--- src/rtl/mem_access_ctrl_pkg.sv ---
// Shared encodings and constants for the memory-stage access controller.
package mem_access_ctrl_pkg;

  localparam int MAX_WAIT = 15;
  localparam int CNT_W    = 4;

  typedef enum logic [1:0] {
    ST_IDLE = 2'b00,
    ST_WAIT = 2'b01,
    ST_ERR  = 2'b10
  } state_t;

endpackage

--- src/rtl/mem_access_ctrl_wait_timer.sv ---
// Saturating counter of cycles spent waiting on the data memory.
module mem_access_ctrl_wait_timer
  import mem_access_ctrl_pkg::*;
(
  input  logic clk,
  input  logic rst,
  input  logic i_clear,
  input  logic i_en,
  output logic o_expired
);

  localparam logic [CNT_W-1:0] LP_LAST = CNT_W'(MAX_WAIT - 1);
  localparam logic [CNT_W-1:0] LP_MAX  = CNT_W'(MAX_WAIT);

  logic [CNT_W-1:0] r_cnt;

  always_ff @(posedge clk or negedge rst) begin
    if (!rst) begin
      r_cnt <= '0;
    end else if (i_clear) begin
      r_cnt <= '0;
    end else if (i_en && (r_cnt != LP_MAX)) begin
      r_cnt <= r_cnt + 1'b1;
    end
  end

  // High during the enabled cycle whose edge brings the count to MAX_WAIT.
  assign o_expired = i_en && (r_cnt == LP_LAST);

endmodule

--- src/rtl/mem_access_ctrl.sv ---
// Memory stage: runs X/M loads/stores against a req/done data memory and owns M/W.
//   state | meaning
//   IDLE  | no access outstanding; M/W follows X/M each cycle
//   WAIT  | request issued, waiting for mem_done (upstream stalled)
//   ERR   | unaligned access or timeout seen; frozen until reset
module mem_access_ctrl
  import mem_access_ctrl_pkg::*;
#(
  parameter int DATA_W = 16,
  parameter int SEL_W  = 3
) (
  input  logic              clk,
  input  logic              rst,
  input  logic              flush,
  input  logic              xm_memRead,
  input  logic              xm_memWriteEn,
  input  logic [DATA_W-1:0] xm_addr,
  input  logic [DATA_W-1:0] xm_wdata,
  input  logic              xm_writeEn,
  input  logic [SEL_W-1:0]  xm_writeRegSel,
  input  logic [DATA_W-1:0] xm_wbData,
  input  logic              xm_halt,
  output logic              mem_req,
  output logic              mem_wr,
  output logic [DATA_W-1:0] mem_addr,
  output logic [DATA_W-1:0] mem_wdata,
  input  logic              mem_done,
  input  logic [DATA_W-1:0] mem_rdata,
  output logic              stall,
  output logic              mw_writeEn,
  output logic [SEL_W-1:0]  mw_writeRegSel,
  output logic [DATA_W-1:0] mw_memData,
  output logic [DATA_W-1:0] mw_wbData,
  output logic              mw_memRead,
  output logic              mw_halt,
  output logic              err
);

  typedef struct packed {
    logic              wen;
    logic [SEL_W-1:0]  sel;
    logic [DATA_W-1:0] data;
    logic [DATA_W-1:0] wb;
    logic              rd;
    logic              halt;
  } mw_t;

  state_t            r_state;
  mw_t               r_mw;
  mw_t               r_pend;
  logic              r_wr;
  logic [DATA_W-1:0] r_addr;
  logic [DATA_W-1:0] r_wdata;
  logic              r_squash;
  logic              r_err;

  mw_t  w_xm;
  logic w_idle;
  logic w_in_wait;
  logic w_access;
  logic w_issue;
  logic w_unaligned;
  logic w_expired;

  // Combinational outputs are gated by rst so nothing leaks out during reset.
  assign w_idle      = rst && (r_state == ST_IDLE);
  assign w_in_wait   = (r_state == ST_WAIT);
  assign w_access    = xm_memRead || xm_memWriteEn;
  assign w_issue     = w_idle && w_access && !flush && !xm_addr[0];
  assign w_unaligned = w_idle && w_access && !flush && xm_addr[0];

  always_comb begin
    w_xm      = '0;
    w_xm.wen  = xm_writeEn;
    w_xm.sel  = xm_writeRegSel;
    w_xm.wb   = xm_wbData;
    w_xm.rd   = xm_memRead && !xm_memWriteEn;
    w_xm.halt = xm_halt;
  end

  mem_access_ctrl_wait_timer u_wait_timer (
    .clk       (clk),
    .rst       (rst),
    .i_clear   ((r_state == ST_IDLE) || (w_in_wait && mem_done)),
    .i_en      (w_in_wait),
    .o_expired (w_expired)
  );

  always_ff @(posedge clk or negedge rst) begin
    if (!rst) begin
      r_state  <= ST_IDLE;
      r_mw     <= '0;
      r_pend   <= '0;
      r_wr     <= 1'b0;
      r_addr   <= '0;
      r_wdata  <= '0;
      r_squash <= 1'b0;
      r_err    <= 1'b0;
    end else begin
      case (r_state)
        ST_IDLE: begin
          if (w_issue) begin
            r_pend   <= w_xm;
            r_wr     <= xm_memWriteEn;
            r_addr   <= xm_addr;
            r_wdata  <= xm_wdata;
            r_squash <= 1'b0;
            r_state  <= ST_WAIT;
          end else if (w_unaligned) begin
            r_mw    <= '0;
            r_err   <= 1'b1;
            r_state <= ST_ERR;
          end else if (flush) begin
            r_mw <= '0;
          end else begin
            r_mw <= w_xm;
          end
        end
        ST_WAIT: begin
          if (mem_done) begin
            // A flush seen at any point during the access turns the result into a bubble.
            if (r_squash || flush) begin
              r_mw <= '0;
            end else begin
              r_mw      <= r_pend;
              r_mw.data <= r_pend.rd ? mem_rdata : '0;
            end
            r_squash <= 1'b0;
            r_state  <= ST_IDLE;
          end else if (w_expired) begin
            r_mw    <= '0;
            r_err   <= 1'b1;
            r_state <= ST_ERR;
          end else if (flush) begin
            r_squash <= 1'b1;
          end
        end
        ST_ERR:  r_state <= ST_ERR;
        default: r_state <= ST_IDLE;
      endcase
    end
  end

  assign mem_req   = w_issue;
  assign mem_wr    = w_issue ? xm_memWriteEn : r_wr;
  assign mem_addr  = w_issue ? xm_addr : r_addr;
  assign mem_wdata = w_issue ? xm_wdata : r_wdata;
  assign stall     = w_issue || w_unaligned || (w_in_wait && !mem_done) || (r_state == ST_ERR);

  assign mw_writeEn     = r_mw.wen;
  assign mw_writeRegSel = r_mw.sel;
  assign mw_memData     = r_mw.data;
  assign mw_wbData      = r_mw.wb;
  assign mw_memRead     = r_mw.rd;
  assign mw_halt        = r_mw.halt;
  assign err            = r_err;

endmodule

--- config.mk ---
export PLATFORM = sky130hd
export DESIGN_NAME = mem_access_ctrl
export DESIGN_NICKNAME = d
export VERILOG_FILES = /design/src/rtl/mem_access_ctrl_pkg.sv /design/src/rtl/mem_access_ctrl_wait_timer.sv /design/src/rtl/mem_access_ctrl.sv
export SDC_FILE = /design/constraint.sdc
export NUM_CORES = 1
export LEC_CHECK = 0
export ABC_AREA = 1
export ABC_CLOCK_PERIOD_IN_PS = 3600
export BUFFER_PORTS_ARGS = -buffer_cell sky130_fd_sc_hd__buf_2
export CORE_MARGIN = 3
export CORE_UTILIZATION = 50
export DETAILED_ROUTE_END_ITERATION = 16
export PLACE_DENSITY = 0.76
export SKIP_CTS_REPAIR_TIMING = 1
export SYNTH_ARGS = -nofsm -noshare
export SYNTH_HDL_FRONTEND = slang
export SYNTH_HIERARCHICAL = 1
export SYNTH_SLANG_ARGS = --single-unit
export TNS_END_PERCENT = 10
--- constraint.sdc ---
create_clock -name clk -period 3.6 [get_ports clk]
set_input_delay 0.36 -clock clk [delete_from_list [all_inputs] [get_ports clk]]
set_output_delay 0.36 -clock clk [all_outputs]
set_load 0.02 [all_outputs]
; Word-level counts from Yosys, hierarchy flattened
; Index checks and enable logic that the tools add are counted.
[totals]
ff_bits = 101
latchBits = 0
ramBits = 0
mem_bits_ro = 0
inputBits = 75
output_inout_bits = 74
word_cells = 88
mem_count = 0
[classes]
add_sub_neg = 1
multipliers = 0
div_mod_pow = 0
n_lt_le_gt_ge = 0
n_eq_ne = 13
shifts = 0
mux = 28
bitwise_logic = 0
reduce_logical = 28
[ops]
columns = cell, n
row1 = $mux W38, 6
row2 = $pmux W38 S2, 1
row3 = $mux W16, 3
row4 = $ne A3 B3 Y1 const B, 4
row5 = $logic_and A1 B1 Y1, 10
row6 = $ne A2 B2 Y1 const B, 5
row7 = $mux W1, 9
row8 = $mux W2, 4
row9 = $mux W4, 2
row10 = $logic_or A1 B1 Y1, 6
row11 = $pmux W2 S3, 1
row12 = $reduce_and A5 Y1, 1
row13 = $add A4 B1 Y4 const B, 1
row14 = $eq A4 B4 Y1 const B, 1
row15 = $logic_not A1 Y1, 4
row16 = $ne A4 B4 Y1 const B, 1
row17 = $pmux W1 S2, 2
row18 = $reduce_and A2 Y1, 2
row19 = $reduce_and A4 Y1, 1
row20 = $reduce_bool A2 Y1, 2
row21 = $reduce_and A3 Y1, 1
row22 = $eq A2 B1 Y1 const B, 1
row23 = $eq A2 B2 Y1 const B, 1
row24 = $logic_not A2 Y1, 1

; Longest topological paths before layout
[logic_depth]
depth_word = 8
depth_mapped = 12
ltp_nobuf = 11

; By module
; The synthesis kept the hierarchy.
[modules_own_cells]
columns = mod, instances, cells_per_inst, area_each_um2, seq_area_each_um2
row1 = mem_access_ctrl, 1, 570, 4428.0, 2427.3
row2 = mem_access_ctrl_wait_timer, 1, 33, 246.5, 100.1

; Worst setup path before layout
; Ideal clock, no wire load.
[synth_timing]
path_kind = register -> output
start = reg r_state[0]
end = out mem_addr[10]
arrival_ns = 1.285
required_time_ns = 3.240
setup_slack_ns = 1.955
path_stages_with_launch = 7
path_buffers = 2
cell_sequence = dfrtp_1 > nor2_4 > nand3_2 > buf_2 > buf_4 > nand2_1 > nand2_1
[synth_between]
elab_chain_cells = 6
[synth_lines]
columns = element, line
row1 = start: declaration, mem_access_ctrl.sv:48  ; state_t r_state;
row2 = start signal: assignment, mem_access_ctrl.sv:91  ; r_state <= ST_IDLE;
row3 = start signal: assignment, mem_access_ctrl.sv:108  ; r_state <= ST_WAIT;
row4 = start signal: assignment, mem_access_ctrl.sv:112  ; r_state <= ST_ERR;
row5 = $logic_not A2 Y1, mem_access_ctrl.sv:66  ; assign w_idle = rst && (r_state == ST_IDLE);
row6 = $logic_and A1 B1 Y1, mem_access_ctrl.sv:66
row7 = $logic_and A1 B1 Y1 (3 in a row), mem_access_ctrl.sv:69  ; assign w_issue = w_idle && w_access && !flush && !xm_addr[0];
row8 = $mux W16, mem_access_ctrl.sv:146  ; assign mem_addr = w_issue ? xm_addr : r_addr;
row9 = end: declaration, mem_access_ctrl.sv:25  ; output logic [DATA_W-1:0] mem_addr,
; Every way passes these cells.

; Final worst setup path
[layout_timing]
start = reg r_state[0]
end = out mem_wr
[layout_between]
elab_chain_cells = 6
[layout_lines]
columns = element, line
row1 = $logic_not A2 Y1, mem_access_ctrl.sv:66
row2 = $logic_and A1 B1 Y1, mem_access_ctrl.sv:66
row3 = $logic_and A1 B1 Y1 (3 in a row), mem_access_ctrl.sv:69
row4 = $mux W1, mem_access_ctrl.sv:145  ; assign mem_wr = w_issue ? xm_memWriteEn : r_wr;
row5 = end: declaration, mem_access_ctrl.sv:24  ; output logic mem_wr,
; Every way passes these cells.

==> summary.md <==
- **kind of launch point of the worst setup path** flip-flop
- **vias in the first global route** 3864
- **setup repair after global routing missed its margin** no
- **number of storage elements in the synthesis netlist** 101
- **height of the chip** 103 um
- **initial antenna violation count** 1
- **half-perimeter wire length after detailed placement** 7470 um
- **total length of routed wires** 10700 um
- **die area** 10500 sq um
- **netlist area before placement** 4670 sq um
- **number of standard cells in the final layout excluding fillers** 854
- **CTS HTree Levels** 3
- **Initial Util** 0.526
- **most common cell after layout, fill and taps aside** sky130_fd_sc_hd__nand2_1
- **routed via count** 4129
- **wire per inst** 12.6 um
- **count of standard-cell rows** 34
- **leakage component of the power** 3.50 nW
- **data arrival time of the critical path** 2.49 ns
- **CP Class** reg2out
- **number of top-level pins** 149
- **register area share after synthesis** 0.541
- **Synthesized Nets** 680
- **remaining design rule violation count** 0
- **slew at the pin closest to its max-slew limit** 0.942 ns
- **final total power** 0.00390 W
- **count of max-cap constraint violations** 0
- **routed wire length on met3** 748 um
- **wire length of the first global-routing pass** 17500 um
- **most used cells in the layout excluding fill and tap cells** sky130_fd_sc_hd__nand2_1 (337), sky130_fd_sc_hd__buf_2 (147), sky130_fd_sc_hd__dfrtp_1 (101), sky130_fd_sc_hd__inv_1 (35), sky130_fd_sc_hd__nor2_1 (28)
- **number of vias per cell after detailed routing** 4.83
- **Core ar.** 8890 sq um
- **largest net degree at the start of global routing** 67
- **width of the chip** 103 um
- **CP required** 3.24 ns
- **WL met1** 4950 um
- **Global Route Usage Sum** 0.209
- **final worst clock skew** 0.0177 ns
- **maximum achievable frequency** 0.351 GHz
- **run status** complete, no violations
- **register area** 2530 sq um
- **critical path fanouts, max** 38
- **yosys warns** 6
- **clock edge transition at the registers on the reported setup and hold paths** 0.10 ns
- **final-report max-slew violation count** 0
- **Layout Area Growth over Synthesis** 19.1%
- **layout cell share with drive strength beyond 1** 0.248
- **buffer levels on the longest clock path** 2
- **number of distinct standard cells referenced by the synthesized netlist** 24
- **RD Place Congestion** 0.904
- **ant diodes** 0
- **count of input and output buffers** 148
- **starting DRC count in detailed routing** 168
- **GRT overflow** 0
- **Cell Pwr Density** 701 nW/um^2
- **area of combinational cells with multiple inputs** 1800 sq um
- **count of clock tree sinks** 101
- **filler instances** 793
- **total clock buffers created by CTS** 9
- **mean area per synthesized cell** 7.75 sq um
- **peak supply drop** 0.372 mV
- **post-route fraction of the period consumed by the critical path** 0.792
- **shortest period the worst path allows** 2.85 ns
- **antenna-violating nets left** 0
- **clock network latency to the later pin of the worst-skew pair** 0.36 ns
- **kind of end point of the critical path** primary output
- **TritonCTS clock tree** yes
- **clock root buffer master** sky130_fd_sc_hd__clkbuf_8
- **Layout Nets** 818
- **final number of hold-violating endpoints** 0
- **routed length on met2** 4870 um
- **setup violators final** 0
- **Synth Instances** 603
- **Top Layer Used** met5
- **dpl cells** 838
- **Detailed Routing Iterations Pass 1** 4
- **Slew headroom** 0.370
- **setup TNS** 0 ns
- **Hold Crit Class** in2async
-- state kept, by name (all words and copies together) (netlist names), 2 cells and up --
| register | count |
|---|---|
| r_pend | 22 |
| r_state | 2 |
| u_wait_timer/r_cnt | 4 |
| mw_wbData | 16 |
| mw_writeRegSel | 3 |
| r_wdata | 16 |
| mw_memData | 16 |
| r_addr | 16 |
-- power breakdown --
part           total [W]  switching, W  internal [W]  leakage (nW)
sequential       0.00170      0.000177       0.00152          1.30
combinational    0.00155       0.00106      0.000497          2.12
clock           0.000649      0.000395      0.000254        0.0760
total            0.00390       0.00163       0.00227          3.50
-- through the flow --
step	hold slack (ns)	instance area [sq um]	setup WS [ns]	util
after global routing	0.0954	5570	0.487	0.626
after global placement	0.448	5400	1.06	0.607
final	0.0688	5570	0.750	0.626
after detailed placement	0.454	5400	1.03	0.607
after floorplan	0.0644	4670	1.95	-
after CTS	0.0747	5570	0.709	0.626
-- layout make-up --
class / instances / share of cell area
inverter: 41 / 0.0279
clock inverter: 5 / 0.00652
multi-input combinational: 435 / 0.323
sequential: 101 / 0.454
tap: 108 / 0.0243
clock buffer: 11 / 0.0236
timing repair buffer: 153 / 0.140
-- critical path: stages (launching register included) --
cell                      delay, ns
sky130_fd_sc_hd__dfrtp_1       0.45
sky130_fd_sc_hd__nor2_4        0.20
sky130_fd_sc_hd__nand3_2       0.41
sky130_fd_sc_hd__inv_2         0.61
sky130_fd_sc_hd__nand2_1       0.17
sky130_fd_sc_hd__o21a_1        0.14
sky130_fd_sc_hd__buf_2         0.15
-- worst paths after layout --
kind                                 from             end  slack, ns  depth (start not counted)
min reg2reg                mw_memData[10]  mw_memData[10]       0.48                          2
max reg2reg                    r_state[0]    mw_wbData[7]       1.44                          7
min                                   rst  mw_memData[13]       0.07                          2
min in group clk              xm_wdata[3]      r_wdata[3]       0.22                          3
max in group asynchronous             rst    mw_wbData[4]       2.34                          3
max                            r_state[0]          mem_wr       0.75                          6
-- metal layers --
layer / up-vias / track usage
li1: 2095 / -
met1: 1852 / 0.289
met2: 163 / 0.337
met3: 17 / 0.0386
met4: 2 / 0.0666
met5: - / 0
-- cells in the mapped netlist (all sizes together) --
| library cell | count | area [sq um] |
|---|---|---|
| dfrtp | 101 | 2530 |
| or2 | 1 | 6.26 |
| buf | 24 | 184 |
| nand2 | 341 | 1300 |
| clkinv | 1 | 5.00 |
| inv | 40 | 150 |
| o21ai | 25 | 125 |
| clkbuf | 2 | 7.51 |
| o21a | 2 | 15.0 |
| nand4 | 2 | 12.5 |
| nor2 | 34 | 163 |
| nand3 | 25 | 135 |
| ha | 2 | 25.0 |
| a21oi | 2 | 10.0 |
| xor2 | 1 | 8.76 |
-- logic make-up (layout without fill, tap and decap cells) --
group	count (synthesis)	count (layout)	synth area share
simple gates	403	403	0.346
compound gates	29	29	0.0321
flops	101	101	0.541
xor+xnor	1	1	0.00187
buf+inv	67	210	0.0741
fa+ha+maj	2	2	0.00535
(Power assumes the default switching activity.)
